`config.mk`:
```
export PLATFORM = sky130hd
export DESIGN_NAME = hood_mode_ctrl
export DESIGN_NICKNAME = d
export VERILOG_FILES = /design/src/rtl/hood_pkg.sv /design/src/rtl/btn_debounce.sv /design/src/rtl/hood_mode_ctrl.sv
export SDC_FILE = /design/constraint.sdc
export NUM_CORES = 1
export LEC_CHECK = 0
export CELL_PAD_IN_SITES_DETAIL_PLACEMENT = 0
export CELL_PAD_IN_SITES_GLOBAL_PLACEMENT = 1
export CORE_ASPECT_RATIO = 2
export CORE_MARGIN = 8
export CORE_UTILIZATION = 40
export DETAILED_ROUTE_END_ITERATION = 12
export GPL_TIMING_DRIVEN = 1
export PLACE_DENSITY = 0.79
export SLEW_MARGIN = 20
export SYNTH_ARGS = -nofsm -noshare
export SYNTH_HDL_FRONTEND = slang
export SYNTH_SLANG_ARGS = --single-unit
export TNS_END_PERCENT = 5
```
`constraint.sdc`:
```
create_clock -name clk -period 5.1 [get_ports clk]
set_input_delay 1.02 -clock clk [delete_from_list [all_inputs] [get_ports clk]]
set_output_delay 1.02 -clock clk [all_outputs]
set_load 0.1 [all_outputs]
```
`src/rtl/hood_pkg.sv`:
```
`default_nettype none
// ============================================================================
// Module      : hood_pkg
// Description : Shared FSM state encodings, default durations and a
//               time-conversion helper for the range-hood mode controller.
// Revision    : 1.0 - initial release
// ============================================================================
package hood_pkg;

    // FSM state encodings
    localparam logic [2:0] ST_STANDBY    = 3'd0;
    localparam logic [2:0] ST_ARMED      = 3'd1;
    localparam logic [2:0] ST_RUN        = 3'd2;
    localparam logic [2:0] ST_BOOST      = 3'd3;
    localparam logic [2:0] ST_EXIT_DELAY = 3'd4;
    localparam logic [2:0] ST_CLEANING   = 3'd5;

    // Default timing and sizing
    localparam int DEF_CLK_HZ       = 100_000_000;
    localparam int DEF_NUM_SPEEDS   = 3;
    localparam int DEF_BOOST_SEC    = 60;
    localparam int DEF_EXIT_SEC     = 60;
    localparam int DEF_CLEAN_SEC    = 180;
    localparam int DEF_DEBOUNCE_CYC = 1_000_000;

    // Hours/minutes folded into total minutes (31*60+63 fits in 11 bits)
    function automatic logic [10:0] to_minutes(input logic [4:0] hours,
                                               input logic [5:0] minutes);
        return (11'(hours) * 11'd60) + 11'(minutes);
    endfunction

endpackage
`default_nettype wire

```
`src/rtl/btn_debounce.sv`:
```
`default_nettype none
// ============================================================================
// Module      : btn_debounce
// Description : Two-flop synchroniser, persistence debounce and rising-edge
//               detector; emits a single-cycle pulse per accepted press.
// Revision    : 1.0 - initial release
// ============================================================================
module btn_debounce #(
    parameter int DEBOUNCE_CYC = 4
) (
    input  logic clk,
    input  logic rst_n,
    input  logic clear,
    input  logic btn_raw,
    output logic pulse
);

    localparam int             CW      = (DEBOUNCE_CYC > 1) ? $clog2(DEBOUNCE_CYC) : 1;
    localparam logic [CW-1:0]  CNT_MAX = CW'(DEBOUNCE_CYC - 1);

    logic          sync_q1;
    logic          sync_q2;
    logic          stable;
    logic [CW-1:0] cnt;

    // Synchronise, then accept a new level only after it persists DEBOUNCE_CYC cycles
    always_ff @(posedge clk or negedge rst_n) begin
        if (!rst_n) begin
            sync_q1 <= 1'b0;
            sync_q2 <= 1'b0;
            stable  <= 1'b0;
            cnt     <= '0;
            pulse   <= 1'b0;
        end else if (clear) begin
            sync_q1 <= 1'b0;
            sync_q2 <= 1'b0;
            stable  <= 1'b0;
            cnt     <= '0;
            pulse   <= 1'b0;
        end else begin
            sync_q1 <= btn_raw;
            sync_q2 <= sync_q1;
            pulse   <= 1'b0;
            if (sync_q2 == stable) begin
                cnt <= '0;
            end else if (cnt == CNT_MAX) begin
                stable <= sync_q2;
                cnt    <= '0;
                pulse  <= sync_q2;
            end else begin
                cnt <= cnt + CW'(1);
            end
        end
    end

endmodule
`default_nettype wire

```
`src/rtl/hood_mode_ctrl.sv`:
```
`default_nettype none
// ============================================================================
// Module      : hood_mode_ctrl
// Description : Range-hood fan mode controller: menu/speed/clean keys, timed
//               boost, delayed-off and self-clean states, fan-on work timer
//               and cleaning reminder.
// Revision    : 1.0 - initial release
// ============================================================================
module hood_mode_ctrl
    import hood_pkg::*;
#(
    parameter int CLK_HZ       = DEF_CLK_HZ,
    parameter int NUM_SPEEDS   = DEF_NUM_SPEEDS,
    parameter int BOOST_SEC    = DEF_BOOST_SEC,
    parameter int EXIT_SEC     = DEF_EXIT_SEC,
    parameter int CLEAN_SEC    = DEF_CLEAN_SEC,
    parameter int DEBOUNCE_CYC = DEF_DEBOUNCE_CYC
) (
    input  logic                  clk,
    input  logic                  reset,
    input  logic                  power_state,
    input  logic                  menu_btn,
    input  logic [NUM_SPEEDS-1:0] speed_btn,
    input  logic                  clean_btn,
    input  logic [4:0]            remind_hours,
    input  logic [5:0]            remind_minutes,
    output logic [NUM_SPEEDS-1:0] mode,
    output logic                  cleaning,
    output logic                  countdown,
    output logic [15:0]           remain_sec,
    output logic [4:0]            work_hours,
    output logic [5:0]            work_minutes,
    output logic [5:0]            work_seconds,
    output logic                  cleaning_reminder
);

    localparam int            PW        = (CLK_HZ > 1) ? $clog2(CLK_HZ) : 1;
    localparam logic [PW-1:0] PRESC_MAX = PW'(CLK_HZ - 1);
    localparam logic [2:0]    TOP_LVL   = 3'(NUM_SPEEDS - 1);

    logic [2:0]    state;
    logic [2:0]    level;
    logic [15:0]   remain;
    logic [PW-1:0] presc;
    logic          boost_used;
    logic [PW-1:0] work_presc;
    logic          reminder;

    logic          menu_pulse;
    logic          speed_onehot;
    logic [2:0]    speed_idx;
    logic          timed;
    logic          sec_tick;
    logic          timed_done;
    logic          enter_clean;
    logic          counting;
    logic          work_sat;

    btn_debounce #(
        .DEBOUNCE_CYC (DEBOUNCE_CYC)
    ) u_menu_db (
        .clk     (clk),
        .rst_n   (reset),
        .clear   (~power_state),
        .btn_raw (menu_btn),
        .pulse   (menu_pulse)
    );

    // Decode the speed keys into a validity flag and a level index
    always_comb begin
        speed_onehot = $onehot(speed_btn);
        speed_idx    = 3'd0;
        for (int k = 0; k < NUM_SPEEDS; k++) begin
            if (speed_btn[k]) speed_idx = 3'(k);
        end
    end

    // Timed-state and work-timer qualifiers
    always_comb begin
        timed       = (state == ST_BOOST) || (state == ST_EXIT_DELAY) || (state == ST_CLEANING);
        sec_tick    = (presc == PRESC_MAX);
        timed_done  = timed && sec_tick && (remain == 16'd1);
        enter_clean = power_state && (state == ST_ARMED) && (speed_btn == '0) && clean_btn;
        counting    = power_state &&
                      ((state == ST_RUN) || (state == ST_BOOST) || (state == ST_EXIT_DELAY));
        work_sat    = (work_hours == 5'd31) && (work_minutes == 6'd59) && (work_seconds == 6'd59);
    end

    // Mode FSM with per-state countdown; power-off overrides everything
    always_ff @(posedge clk or negedge reset) begin
        if (!reset) begin
            state      <= ST_STANDBY;
            level      <= 3'd0;
            remain     <= 16'd0;
            presc      <= '0;
            boost_used <= 1'b0;
        end else if (!power_state) begin
            state      <= ST_STANDBY;
            level      <= 3'd0;
            remain     <= 16'd0;
            presc      <= '0;
            boost_used <= 1'b0;
        end else begin
            if (timed) begin
                presc <= sec_tick ? '0 : presc + PW'(1);
                if (sec_tick) remain <= remain - 16'd1;
            end
            case (state)
                ST_STANDBY: begin
                    if (menu_pulse) state <= ST_ARMED;
                end
                ST_ARMED: begin
                    if (speed_onehot) begin
                        if (speed_idx == TOP_LVL) begin
                            // A second boost in the same power session is ignored
                            if (!boost_used) begin
                                state      <= ST_BOOST;
                                level      <= TOP_LVL;
                                boost_used <= 1'b1;
                                remain     <= 16'(BOOST_SEC);
                                presc      <= '0;
                            end
                        end else begin
                            state <= ST_RUN;
                            level <= speed_idx;
                        end
                    end else if (enter_clean) begin
                        state  <= ST_CLEANING;
                        remain <= 16'(CLEAN_SEC);
                        presc  <= '0;
                    end
                end
                ST_RUN: begin
                    if (menu_pulse) begin
                        state <= ST_STANDBY;
                    end else if (speed_onehot && (speed_idx != TOP_LVL)) begin
                        level <= speed_idx;
                    end
                end
                ST_BOOST: begin
                    if (timed_done) begin
                        state  <= ST_RUN;
                        level  <= TOP_LVL - 3'd1;
                        remain <= 16'd0;
                    end else if (menu_pulse) begin
                        state  <= ST_EXIT_DELAY;
                        remain <= 16'(EXIT_SEC);
                        presc  <= '0;
                    end
                end
                ST_EXIT_DELAY: begin
                    if (timed_done) state <= ST_STANDBY;
                end
                ST_CLEANING: begin
                    if (timed_done) state <= ST_STANDBY;
                end
                default: begin
                    state <= ST_STANDBY;
                end
            endcase
        end
    end

    // Fan-on work timer (saturating) and cleaning reminder
    always_ff @(posedge clk or negedge reset) begin
        if (!reset) begin
            work_presc   <= '0;
            work_hours   <= 5'd0;
            work_minutes <= 6'd0;
            work_seconds <= 6'd0;
            reminder     <= 1'b0;
        end else if (enter_clean) begin
            work_presc   <= '0;
            work_hours   <= 5'd0;
            work_minutes <= 6'd0;
            work_seconds <= 6'd0;
            reminder     <= 1'b0;
        end else begin
            if (counting) begin
                if (work_presc == PRESC_MAX) begin
                    work_presc <= '0;
                    if (!work_sat) begin
                        if (work_seconds == 6'd59) begin
                            work_seconds <= 6'd0;
                            if (work_minutes == 6'd59) begin
                                work_minutes <= 6'd0;
                                work_hours   <= work_hours + 5'd1;
                            end else begin
                                work_minutes <= work_minutes + 6'd1;
                            end
                        end else begin
                            work_seconds <= work_seconds + 6'd1;
                        end
                    end
                end else begin
                    work_presc <= work_presc + PW'(1);
                end
            end
            if ((state == ST_STANDBY) &&
                (to_minutes(remind_hours, remind_minutes) != 11'd0) &&
                (to_minutes(work_hours, work_minutes) >= to_minutes(remind_hours, remind_minutes))) begin
                reminder <= 1'b1;
            end
        end
    end

    // Outputs decoded from the registered state
    always_comb begin
        mode = '0;
        case (state)
            ST_RUN, ST_BOOST: mode = NUM_SPEEDS'(1) << level;
            ST_EXIT_DELAY:    mode = NUM_SPEEDS'(1);
            default:          mode = '0;
        endcase
        cleaning          = (state == ST_CLEANING);
        countdown         = timed;
        remain_sec        = remain;
        cleaning_reminder = reminder;
    end

endmodule
`default_nettype wire
```
==> impl_metrics.env, run 1 <==
export IMPL_vias=6916
export IMPL_synthesis_area_um2=8240
export IMPL_min_to="u_menu_db.sync_q2"
export IMPL_hold_path_class="reg2reg"
export IMPL_worst_slew_pin_slew_ps=1050
export IMPL_drive_above_1_share_pct=9.06
export IMPL_grt_pass1_vias=7168
export IMPL_yosysWarningCount=0
export IMPL_skew_ps=8.96
export IMPL_port_buffers=57
export IMPL_ys_types=75
export IMPL_timing_hold_ws_ps=485
export IMPL_crit_arrival_ps=5130
export IMPL_wirelength_um=21300
export IMPL_antenna_found_initial=0
export IMPL_grt_max_degree=56
export IMPL_worstHoldStart="u_menu_db.sync_q1"
export IMPL_grt_usage_pct=17.0
export IMPL_htree_levels=4
export IMPL_synth_nets=1004
export IMPL_clock_path_buffers=2
export IMPL_clock_sinks=118
export IMPL_ioPinCount=58
export IMPL_initial_core_util_pct=40.6
export IMPL_reg2reg_to="cleaning_reminder"
export IMPL_path_class="in2reg"
export IMPL_ys_flop_type="dfrtp_1"
export IMPL_layout_common_cells="nor2_1, dfrtp_1, inv_1"
export IMPL_cts_tree="yes"
export IMPL_dpl_cell_area_um2=9280
export IMPL_total_power_uw=3460
export IMPL_synth_edff_count=0
export IMPL_area_growth_syn_to_layout_pct=20.9
export IMPL_cp_slowest_cell="clkdlybuf4s50_1"
export IMPL_die_x_um=117
export IMPL_ff2ff_setup_slack_ps=720
export IMPL_ir_worst_vdd_mv=0.250
export IMPL_gp_congestion=0.839
export IMPL_crit_path_max_incr_delay_ps=540
export IMPL_cp_max_fo=4
export IMPL_cts_buffers=17
export IMPL_cp_required_ps=5420
export IMPL_dpl_hpwl_um=16100
export IMPL_design_area_um2=9960
export IMPL_synthArstFlopShare_pct=100
export IMPL_clk_latency_ps=420
export IMPL_cp_top_family="adder cells"
export IMPL_drt_pass1_iterations=4
export IMPL_yosysSeqAreaShare_pct=35.8
export IMPL_slew_violations=0
export IMPL_maxCapViolCount=0
export IMPL_cts_root_buffer_cell="clkbuf_16"
export IMPL_n_fill_cell=1920
export IMPL_setup_violations=0
export IMPL_placementRows=74
export IMPL_syn_area_per_cell_um2=9.00
export IMPL_rr_startpoint="work_hours[2]"
export IMPL_core_area_um2=20300
export IMPL_grt_pass1_wl_um=35600
export IMPL_rsz0062_at_grt="false"
export IMPL_cp_end_kind="register"
export IMPL_fin_tns_setup_ps=0
export IMPL_final_period_utilization_pct=94.2
export IMPL_critical_path_buf_inv_count=2
export IMPL_seq_area_um2=2950
export IMPL_synthCells=915
export IMPL_post_route_min_period_ps=4800
export IMPL_drt_initial_drc_count=275
export IMPL_wire_per_inst_um=16.6
export IMPL_die_h_um=219
export IMPL_clk_pin_slew_ps=50
export IMPL_crit_path_cell_trace="clkdlybuf4s50_1, fa_1, fa_1, ha_1, and3_1, o21a_1, o311ai_0, buf_4, nand4_1, xor2_1, ha_1, o21ai_0, a2111oi_1, a21oi_1, a211oi_1"
export IMPL_slew_headroom_pct=29.6
export IMPL_reg2reg_depth=15
export IMPL_antenna_left=0
export IMPL_hold_path_depth=1
export IMPL_final_common_cell="nor2_1"
export IMPL_hold_viol_final=0
export IMPL_ys_seq_elements=118
export IMPL_nets=1092
export IMPL_power_density_nw_per_um2=348
export IMPL_grt_overflow_total=0
export IMPL_diodes=0
export IMPL_die_area_um2=25700
export IMPL_drc_errors=0
export IMPL_status="complete, no violations"
export IMPL_viasPerCell=5.40
export IMPL_leakagePower_uw=0.00442
export IMPL_multiInputGateArea_um2=4970
export IMPL_cts_hold_buf=0
export IMPL_startpoint_type="primary input"
export IMPL_utilization_pct=49.1
export IMPL_max_freq_mhz=208
==> flip-flops by register name, indices dropped and copies added (netlist names) <==
| signal | cells |
|---|---|
| u_menu_db.sync_q1 | 1 |
| work_minutes | 6 |
| work_presc | 27 |
| u_menu_db.cnt | 20 |
| remain_sec | 16 |
| work_seconds | 6 |
| u_menu_db.stable | 1 |
| state | 3 |
| cleaning_reminder | 1 |
| level | 2 |
| u_menu_db.pulse | 1 |
| presc | 27 |
| work_hours | 5 |
| u_menu_db.sync_q2 | 1 |
| boost_used | 1 |
==> cell type report <==
| type | count | area share (%) |
|---|---|---|
| well taps | 266 | 3.34 |
| multi-input cells | 707 | 49.9 |
| repair buffers | 89 | 8.19 |
| clock inverters | 9 | 1.49 |
| flip-flops and latches | 118 | 29.6 |
| inverters | 70 | 2.64 |
| clock buffers | 22 | 4.76 |
==> per-layer routing <==
metal | GRT usage [%] | vias to the layer above | share of wire (%)
li1 | - | 3408 | -
met1 | 16.6 | 3350 | 36
met2 | 33.6 | 121 | 58
met3 | 3.19 | 37 | 2.9
met4 | 7.65 | 0 | 3.1
met5 | 0 | - | 0
==> what timing repair did <==
action,CTS,global route
hold endpoints to repair,0,0
setup buffers,0,0
endpoints found under the setup margin,1,1
pin swaps,2,9
gates resized for setup,2,15
==> logic make-up after synthesis <==
kind of cell               count (synthesis)  share of synthesized area, %
xor gates and xnor gates                  89                          9.46
and+or+nand+nor                          401                          25.6
DFF                                      118                          35.8
adders and majority gates                 70                          12.2
AOI/OAI and AO/OA                        140                          11.7
buffers and inverters                     90                          4.37
muxes                                      7                         0.881
==> metrics by stage <==
| stage | cells | worst slack [ps] |
|---|---|---|
| final | 1281 | 296 |
| after global routing | 1281 | 107 |
| after CTS | 1281 | 15.1 |
| after detailed placement | 1250 | -511 |
| after global placement | 1250 | -415 |
| after floorplan | 915 | 243 |
==> power breakdown <==
group | internal, uW | total (uW) | switching (uW) | leakage [uW]
Clock | 851 | 1280 | 432 | 0.000310
Sequential | 1000 | 1110 | 105 | 0.00163
Combinational | 379 | 1070 | 692 | 0.00248
==> how the worst max path moves through the flow <==
| stage | from | to | slack, ps | cells past startpoint |
|---|---|---|---|---|
| final | remind_hours[3] | cleaning_reminder | 300 | 15 |
| after global routing | remind_hours[3] | cleaning_reminder | 110 | 15 |
| after CTS | remind_hours[0] | cleaning_reminder | 20 | 18 |
| after detailed placement | remind_hours[0] | cleaning_reminder | -510 | 17 |
| after global placement | remind_hours[0] | cleaning_reminder | -420 | 17 |
| after floorplan | remind_hours[0] | cleaning_reminder | 240 | 16 |
==> synthesized netlist by cell type, types with 17 or more instances <==
library cell / number / area share (%)
nor2_1: 122 / 5.6
dfrtp_1: 118 / 36
inv_1: 70 / 3.2
nand2_1: 66 / 3.0
ha_1: 53 / 8.1
nand3_1: 47 / 2.9
xor2_1: 46 / 4.9
xnor2_1: 43 / 4.6
o21ai_0: 32 / 1.9
a21oi_1: 29 / 1.8
nand4_1: 27 / 2.1
nor3_1: 25 / 1.5
fa_1: 17 / 4.1
Note: power is estimated with default switching activity, not from simulation.
==> inputs of run 2 (changes only) <==
Settings changed: SKIP_CTS_REPAIR_TIMING set to 1.
==> run 2 against run 1 <==
Net effect: sequential cell count unchanged; non-clock buffer count up 1; critical path depth up 3; via count about the same; maximum frequency down 2.9%; wire length down 0.14%; clock-buffer cell count unchanged; first-iteration DRC count up 15%; cell count about the same; register-to-register slack better by 50 ps; clock power about the same; sequential power about the same; critical endpoint unchanged; largest cell class unchanged.
==> impl_metrics.env, run 2 (synthesized netlist as in run 1, its figures left out) <==
export IMPL_die_h_um=219
export IMPL_crit_arrival_ps=5270
export IMPL_rsz0062_at_grt="false"
export IMPL_wire_per_inst_um=16.6
export IMPL_dpl_hpwl_um=16100
export IMPL_leakagePower_uw=0.00442
export IMPL_path_class="in2reg"
export IMPL_setup_ws_ps=155
export IMPL_hold_path_depth=1
export IMPL_reg2reg_depth=15
export IMPL_die_x_um=117
export IMPL_reg2reg_to="cleaning_reminder"
export IMPL_ioPinCount=58
export IMPL_utilization_pct=49.1
export IMPL_clk_latency_ps=420
export IMPL_slew_violations=0
export IMPL_setup_violations=0
export IMPL_maxCapViolCount=0
export IMPL_core_area_um2=20300
export IMPL_diodes=0
export IMPL_cp_end_kind="register"
export IMPL_port_buffers=57
export IMPL_min_to="u_menu_db.sync_q2"
export IMPL_drive_above_1_share_pct=8.96
export IMPL_cp_required_ps=5420
export IMPL_layout_common_cells="nor2_1, dfrtp_1, inv_1"
export IMPL_max_freq_mhz=202
export IMPL_nets=1093
export IMPL_slew_headroom_pct=29.6
export IMPL_grt_usage_pct=17.0
export IMPL_viasPerCell=5.39
export IMPL_largestRegisters="presc x27, work_presc x27, u_menu_db.cnt x20"
export IMPL_grt_max_degree=56
export IMPL_ir_worst_vdd_mv=0.250
export IMPL_ff2ff_setup_slack_ps=770
export IMPL_power_density_nw_per_um2=348
export IMPL_drt_initial_drc_count=316
export IMPL_placementRows=74
export IMPL_rr_startpoint="work_hours[2]"
export IMPL_clock_path_buffers=2
export IMPL_worst_slew_pin_slew_ps=1050
export IMPL_cts_tree="yes"
export IMPL_wirelength_um=21200
export IMPL_antenna_found_initial=0
export IMPL_worstHoldStart="u_menu_db.sync_q1"
export IMPL_grt_overflow_total=0
export IMPL_die_area_um2=25700
export IMPL_final_common_cell="nor2_1"
export IMPL_vias=6915
export IMPL_cts_buffers=17
export IMPL_dpl_worst_slack_ps=-511
export IMPL_skew_ps=8.57
export IMPL_area_growth_syn_to_layout_pct=20.9
export IMPL_htree_levels=4
export IMPL_cts_root_buffer_cell="clkbuf_16"
export IMPL_startpoint_type="primary input"
export IMPL_initial_core_util_pct=40.6
export IMPL_grt_pass1_vias=7161
export IMPL_hold_path_class="reg2reg"
export IMPL_status="complete, no violations"
export IMPL_drt_pass1_iterations=6
export IMPL_final_period_utilization_pct=97.0
export IMPL_cp_max_fo=2
export IMPL_antenna_left=0
export IMPL_drc_errors=0
export IMPL_grt_pass1_wl_um=35500
export IMPL_hold_viol_final=0
export IMPL_gp_congestion=0.839
export IMPL_post_route_min_period_ps=4950
export IMPL_crit_start="remind_hours[2]"
export IMPL_clk_pin_slew_ps=50
export IMPL_clock_sinks=118
==> run 2: cell count changes in the layout (fill, tap and decap cells not counted), sizes merged <==
cell / before / now
buf: 33 / 34
clkdlybuf4s50: 53 / 54
dlymetal6s2s: 3 / 2
==> run 2: where the power goes <==
group | total [uW] | internal, uW | switching (uW)
clock network | 1280 | 851 | 433
logic | 1070 | 379 | 692
registers | 1110 | 1000 | 106
total | 3460 | 2230 | 1230
==> run 2: stage by stage <==
step           TNS (ps)  area, um^2  hold WS [ps]  total power, uW  instances
2_1_floorplan         0        8240           434             1840        915
3_3_place_gp       -415        9280           455             2160       1250
3_5_place_dp       -511        9280           453             2170       1250
4_1_cts            -104        9900           485             3470       1281
5_1_grt               0        9960           509             3650       1282
6_report              0        9960           484             3460       1282
==> run 2: area by class of cell <==
class	count	area (um^2)
clock buffers	22	474
multi-input cells	707	4970
flip-flops and latches	118	2950
repair buffers	90	821
fillers	1922	10300
clock inverters	9	149
inverters	70	263
well taps	266	333
==> run 2: worst max-delay path: stages <==
cell and delay [ps]:
clkdlybuf4s50_1 480, inv_1 70, fa_1 540, fa_2 470, fa_1 500, inv_1 70
ha_4 270, o21ai_2 50, o21bai_1 190, nand2_1 120, buf_4 160, o31a_1 290
nor2_1 120, ha_2 180, o21ai_0 80, a2111oi_1 360, a21oi_1 120, a211oi_1 170
==> run 2: worst max path at each step <==
stage                             end  cells past startpoint
global placement    cleaning_reminder                     17
global route        cleaning_reminder                     18
finish              cleaning_reminder                     18
detailed placement  cleaning_reminder                     17
floorplan           cleaning_reminder                     16
CTS                 cleaning_reminder                     17
==> run 2: routing by layer <==
metal	routed length (um)	vias to the layer above	share of wire, %	track usage, %
met4	688	0	3.2	7.65
li1	-	3413	-	-
met3	543	38	2.6	3.19
met1	7870	3358	37	16.6
met2	12100	106	57	33.5
met5	0	-	0	0
